[config.mk]
export PLATFORM = sky130hd
export DESIGN_NAME = nfa_match_reporter
export DESIGN_NICKNAME = d
export VERILOG_FILES = /design/src/rtl/nfa_match_reporter.sv
export SDC_FILE = /design/constraint.sdc
export NUM_CORES = 1
export LEC_CHECK = 0
export ABC_AREA = 1
export CORE_MARGIN = 1
export CORE_UTILIZATION = 63
export DETAILED_ROUTE_END_ITERATION = 6
export GPL_TIMING_DRIVEN = 0
export PLACE_DENSITY = 0.86
export SLEW_MARGIN = 40
export SYNTH_ARGS = -nofsm -noshare
export SYNTH_HDL_FRONTEND = slang
export SYNTH_SLANG_ARGS = --single-unit
[constraint.sdc]
create_clock -name clk -period 5 [get_ports clk]
set_input_delay 1 -clock clk [delete_from_list [all_inputs] [get_ports clk]]
set_output_delay 1 -clock clk [all_outputs]
set_load 0.005 [all_outputs]
[src/rtl/nfa_match_reporter.sv]
// nfa_match_reporter: turns first-match rises of the sticky engine outputs into
// {vector, byte offset, packet number} events, buffered in a small FIFO.
module nfa_match_reporter #(
  parameter int unsigned N_ENG = 8,
  parameter int unsigned OFF_W = 16,
  parameter int unsigned PKT_W = 8,
  parameter int unsigned DEPTH = 4
) (
  input  logic             clk,
  input  logic             rst,
  input  logic             sod,
  input  logic             en,
  input  logic [N_ENG-1:0] eng_out,
  output logic             ev_valid,
  input  logic             ev_ready,
  output logic [N_ENG-1:0] ev_vec,
  output logic [OFF_W-1:0] ev_off,
  output logic [PKT_W-1:0] ev_pkt,
  output logic             ovf,
  output logic [7:0]       drop_cnt
);

  localparam int unsigned AW = (DEPTH > 1) ? $clog2(DEPTH) : 1;
  localparam int unsigned CW = AW + 1;

  logic [OFF_W-1:0] cnt_q, cnt_d;
  logic [PKT_W-1:0] pkt_q, pkt_d;
  logic [N_ENG-1:0] prev_q, prev_d;
  logic [AW-1:0]    rd_q, rd_d, wr_q, wr_d;
  logic [CW-1:0]    count_q, count_d;
  logic             ovf_q, ovf_d;
  logic [7:0]       drop_q, drop_d;

  logic [N_ENG-1:0] vec_mem_q [DEPTH];
  logic [OFF_W-1:0] off_mem_q [DEPTH];
  logic [PKT_W-1:0] pkt_mem_q [DEPTH];

  logic [N_ENG-1:0] rise_c;
  logic             push_req_c, push_c, pop_c;

  // Rise detection and push/pop decisions
  always_comb begin
    rise_c     = sod ? '0 : (eng_out & ~prev_q);
    push_req_c = (rise_c != '0);
    pop_c      = (count_q != '0) && ev_ready;
    push_c     = push_req_c && ((count_q < CW'(DEPTH)) || pop_c);
  end

  // Next-state for counters, pointers and overflow tracking
  always_comb begin
    cnt_d   = cnt_q;
    pkt_d   = pkt_q;
    prev_d  = eng_out;
    rd_d    = rd_q;
    wr_d    = wr_q;
    count_d = count_q + CW'(push_c) - CW'(pop_c);
    ovf_d   = ovf_q;
    drop_d  = drop_q;
    if (sod) begin
      cnt_d  = '0;
      pkt_d  = pkt_q + PKT_W'(1);
      prev_d = '0;
    end else if (en && (cnt_q != '1)) begin
      cnt_d = cnt_q + OFF_W'(1);
    end
    if (pop_c)  rd_d = rd_q + AW'(1);
    if (push_c) wr_d = wr_q + AW'(1);
    if (push_req_c && !push_c) begin
      ovf_d = 1'b1;
      if (drop_q != 8'hFF) drop_d = drop_q + 8'd1;
    end
  end

  // Control state registers with synchronous active-low reset
  always_ff @(posedge clk) begin
    if (!rst) begin
      cnt_q   <= '0;
      pkt_q   <= '0;
      prev_q  <= '0;
      rd_q    <= '0;
      wr_q    <= '0;
      count_q <= '0;
      ovf_q   <= 1'b0;
      drop_q  <= '0;
    end else begin
      cnt_q   <= cnt_d;
      pkt_q   <= pkt_d;
      prev_q  <= prev_d;
      rd_q    <= rd_d;
      wr_q    <= wr_d;
      count_q <= count_d;
      ovf_q   <= ovf_d;
      drop_q  <= drop_d;
    end
  end

  // Event storage; contents are don't-care while the slot is unoccupied
  always_ff @(posedge clk) begin
    if (rst && push_c) begin
      vec_mem_q[wr_q] <= rise_c;
      off_mem_q[wr_q] <= cnt_q - OFF_W'(1);
      pkt_mem_q[wr_q] <= pkt_q;
    end
  end

  // Head presentation, zeroed when empty
  always_comb begin
    ev_valid = (count_q != '0);
    ev_vec   = '0;
    ev_off   = '0;
    ev_pkt   = '0;
    if (ev_valid) begin
      ev_vec = vec_mem_q[rd_q];
      ev_off = off_mem_q[rd_q];
      ev_pkt = pkt_mem_q[rd_q];
    end
  end

  assign ovf      = ovf_q;
  assign drop_cnt = drop_q;

endmodule

* Word level (Yosys, flattened, before mapping)
Memories as Yosys holds them, arrays and structs flattened. A register that Yosys moved wholly into a read port is not among the register bits.
Index checks and enable logic that the tools add are counted.
W data, S select, Z words.
** Word-level totals
- Input port bits :: 13
- Memories :: 3
- Register bits after elaboration :: 48
- Memory bits (writable) :: 128
- Word-level logic and storage cells :: 48
** Memories
- off_mem_q :: depth 4, bits a word 16, read ports 1, clocked after memory_dff 1, wr ports 1, RTL line 35 : logic [OFF_W-1:0] off_mem_q [DEPTH];
- pkt_mem_q :: depth 4, bits a word 8, read ports 1, clocked after memory_dff 1, wr ports 1, RTL line 36 : logic [PKT_W-1:0] pkt_mem_q [DEPTH];
- vec_mem_q :: depth 4, bits a word 8, read ports 1, clocked after memory_dff 1, wr ports 1, RTL line 34 : logic [N_ENG-1:0] vec_mem_q [DEPTH];
** Cells by class
- Bitwise operators :: 3
- Equality and inequality tests :: 2
- Reduce and logical (&&, ||, !) cells :: 11
- Order comparisons :: 1
- Add/sub/neg operators :: 8
- Muxes and demuxes :: 12
** Operators by type and width (number)
- $mux W8 :: 3
- $add A16 B1 Y16 const B :: 1
- $add A8 B1 Y8 const B :: 2
- $mux W16 :: 1
- $ne A16 B16 Y1 const B :: 1
- $sub A16 B1 Y16 const B :: 1
- $mux W2 :: 6
- $and A8 B8 Y8 :: 1
- $ne A8 B8 Y1 const B :: 1
- $not A8 Y8 :: 1
- $reduce_bool A8 Y1 :: 1
- $logic_and A1 B1 Y1 :: 5
- $add A2 B1 Y2 const B :: 2
- $add A3 B1 Y3 :: 1
- $lt A3 B3 Y1 const B :: 1
- $reduce_bool A3 Y1 :: 1
- $sub A3 B1 Y3 :: 1
- $mux W1 :: 2
- $reduce_and A2 Y1 :: 1
- $reduce_or A2 Y1 :: 1
- $logic_not A1 Y1 :: 1
- $logic_or A1 B1 Y1 :: 1
- $not A1 Y1 :: 1

* Longest topological paths before layout
- Word-level depth :: 8
- Mapped depth :: 16
- Gate-level depth less buffers :: 14

* Worst setup path after synthesis
No wires, ideal clock.
- Path type :: input to register
- Start point :: input port sod
- End point :: memory off_mem_q[0][0] (enable)
- Library setup time :: 0.421 ns
- Arrival time :: 3.150 ns
- Cell stages on the path :: 10
- Setup slack :: 1.429 ns
- Path through :: buf_6 buf_6 nor2_2 nand2_2 nand2_1 nor2_2 nand2_4 buf_6 nand3_2 nor2_1
** Between the ends
- Word-level cells in the longest chain between the ends :: 6
** Ends and longest elaborated chain
- from (decl) :: RTL line 11 : input logic sod,
- $mux W8 :: RTL line 43 : rise_c = sod ? '0 : (eng_out & ~prev_q);
- $reduce_bool A8 Y1 :: RTL line 44 : push_req_c = (rise_c != '0);
- $logic_and A1 B1 Y1 :: RTL line 46 : push_c = push_req_c && ((count_q < CW'(DEPTH)) || pop_c);
- $logic_and A1 B1 Y1 :: RTL line 99 : if (rst && push_c) begin
- $mux W1 :: RTL line 99
- $mux W1 (not written as such) :: RTL line 101 : off_mem_q[wr_q] <= cnt_q - OFF_W'(1);
- to (decl) :: RTL line 35
Every way passes these cells.

==> run metrics <==
outcome=finished clean; uppermost layer routed=met4; Cell Area, Synth=slightly below 0.008 mm2; post-route minimum period=roughly 3.7 ns; combinational family with the most area after synthesis=simple AND/OR/NAND/NOR gates; CP Launch Type=flip-flop; Post-Synth XOR/XNOR Area=roughly 1.6%; worst-path maximum fanout=10; final setup violation count=0; # fillers=just over 700; Die W=around 110 um; Final period util=73.1%; Synth top area share=49.3%; Synth Area in Simple Gates=between 10% and 20%; Root Driver=clkbuf_16; Power Total=between 4 and 5 mW; diode count=0; Antenna Violating Nets Remaining=0; core footprint=~0.012 mm2; initial core utilization=64.7%; max-slew violations=0; TNS Setup=0 ns; Seq/Total Area, Yosys=62.1%; Total GRT Usage=a little under a third; Max Clk Rate=~0.27 GHz; FP Rows=40; Ports=55; Via density=5.73; final hold vios=0; layout cells sized above 1=a little under a tenth; fin util=about three quarters; worst r2r src=count_q[2]$_SDFF_PN0_; Hold Crit Start=ovf$_SDFFE_PN0P_; Adder-Cell Fraction of Synth Area=1.86%; clk_skew=~0.011 ns; DRT Pass-1 Iters=7; setup repair bufs after CTS=0; worst vdd ir=282 uV; mux contribution to synthesized area=0%; cts bufs inserted=17; routed wire length=between 15000 and 20000 um; Routed met1 length=roughly 7300 um; RSZ-0062 raised after global routing=no; DP HPWL=approximately 12000 um; Buffers on Ports=52; Via Count=6093; Mapped Nets=just over 800; crit path kind=reg -> out; CTS tree=yes; worst hold slack=between 0.4 and 0.5 ns; largest net degree at the start of global routing=18; Avg Cell Area, Syn=between 9 and 10 um2; Placer Congestion=roughly 0.83; Die Ht=113 um; DR iter-0 viols=roughly 540; Max-Slew Margin vs Limit=around 59%; # clock sinks=178; Tightest Pin Transition=0.618 ns; first-pass GRT wire length=~30000 um; vias in the first global route=approximately 6.3k; Yosys warning total=0; Synth area leader=edfxtp_1; clk_lat worst skew=0.43 ns; number of synthesized register bits=about 180; Clock H-tree levels=4; initial antenna violation count=0; Synth Area in Compound Gates=under 10%; Distinct cells, synth=33; final worst slack=approximately 1.3 ns; hold crit path type=reg -> reg; Worst Path Required=about 4 ns; grt ovf=0; Synth area leaders=edfxtp_1, dfxtp_1, nor2_1; pre-CTS setup slack=1.54 ns; DIE AREA=roughly 0.013 mm2; Final #Nets=908; Pwr per Cell Area=around 460 mW/mm2; PostCTS Resize Cnt=0; cells after synthesis=806; met2 wire len=approximately 9600 um; max-cap violations=0; P_leak=approximately 3.5 nW; residual DRC count=0; Clock transition at path regs=around 0.060 ns; CTS hold repair buffers=0; crit path DAT=~2.7 ns; WL/cell=17.6 um; synthesis-to-layout area growth=18.9%; R2R Setup Slk=between 2 and 2.5 ns; DR WL met3=between 1000 and 1500 um; Max clock buf depth=2; Worst Setup End Kind=output port
## worst paths after layout
check	depth (start not counted)	endpoint
worst max-delay path	7	ev_off[0]
worst min-delay path	2	ovf$_SDFFE_PN0P_
worst max register to register	13	count_q[2]$_SDFF_PN0_
worst min register to register	2	ovf$_SDFFE_PN0P_
## power by group
| part | switching (mW) | total, mW | internal (mW) |
|---|---|---|---|
| clock network | 0.530 | 1.30 | 0.770 |
| logic | 0.678 | 1.16 | 0.487 |
| registers | 0.0491 | 1.77 | 1.72 |
## layout make-up
| type | count | area [um2] | share of cell area (%) |
|---|---|---|---|
| plain buffers | 35 | 188 | 2.02 |
| clock buffers | 17 | 425 | 4.59 |
| inverters | 73 | 274 | 2.95 |
| repair buffers | 59 | 663 | 7.15 |
| well taps | 168 | 210 | 2.27 |
| multi-input cells | 520 | 2520 | 27.2 |
| flip-flops and latches | 178 | 4840 | 52.2 |
| clock inverters | 14 | 146 | 1.58 |
## cell usage in the layout, fill, tap and decap left out, drive strengths merged
cell type      netlist  final
a21oi               56     56
edfxtp             128    128
clkdlybuf4s50        0     52
ha                  10     10
bufinv               0      3
nor2               214    214
clkinv               1     10
xor2                11     11
fa                   1      1
nand3               27     27
clkbuf              14     31
buf                 21     28
xnor2                3      3
inv                 72     72
clkinvlp             0      2
nor4                 1      1
nor3                13     13
nand4                5      5
nand2              101    101
o21ai               77     77
nor3b                1      1
dfxtp               50     50
## flip-flops by register name, summed over array words and instances, names as in the netlist, 3 cells and up, named ones only
name,count
count_q,3
prev_q,8
drop_cnt,8
pkt_mem_q,32
cnt_q,16
pkt_q,8
off_mem_q,64
vec_mem_q,32
## cells by family (layout without fill, tap and decap cells)
family / Yosys count / after routing
simple gates: 362 / 362
fa+ha+maj: 11 / 11
xor+xnor: 14 / 14
compound gates: 133 / 133
flops: 178 / 178
buf+inv: 108 / 198
## layer usage
metal / vias to the layer above / track usage (%)
met5: - / 0
met4: 0 / 20.0
met3: 61 / 5.41
met2: 296 / 52.8
met1: 2915 / 36.7
li1: 2821 / -
## worst max-delay path, cell delays in order, from the launching register on
cell and delay [ns]:
dfxtp_1 0.30, clkbuf_1 0.29, inv_1 0.20, clkbuf_1 0.31, nor2_1 0.20, o21ai_0 0.12
a21oi_1 0.26, clkdlybuf4s50_1 0.55
## stage by stage
step / cells / cell area [um2]
floorplan: 806 / 7800
global placement: 1026 / 8530
detailed placement: 1033 / 8700
CTS: 1064 / 9270
global route: 1064 / 9270
finish: 1064 / 9270
## synthesized netlist by cell type
master and instances:
nor3_1 12, nand4_1 5, nand3_2 9, clkbuf_2 1
dfxtp_1 50, clkinv_1 1, o21ai_0 75, buf_4 2
nor2_4 3, clkbuf_1 13, nor4_1 1, nand2_4 2
nor3b_1 1, xor2_1 11, a21oi_1 50, buf_6 5
inv_1 69, buf_2 8, nand2_2 2, nor2_1 206
xnor2_1 3, a21oi_2 6, nand2_1 97, fa_1 1
edfxtp_1 128, o21ai_1 1, nor3_2 1, nand3_1 18
buf_1 6, o21ai_2 1, ha_1 10, nor2_2 5
inv_2 3
(Power assumes the default switching activity.)
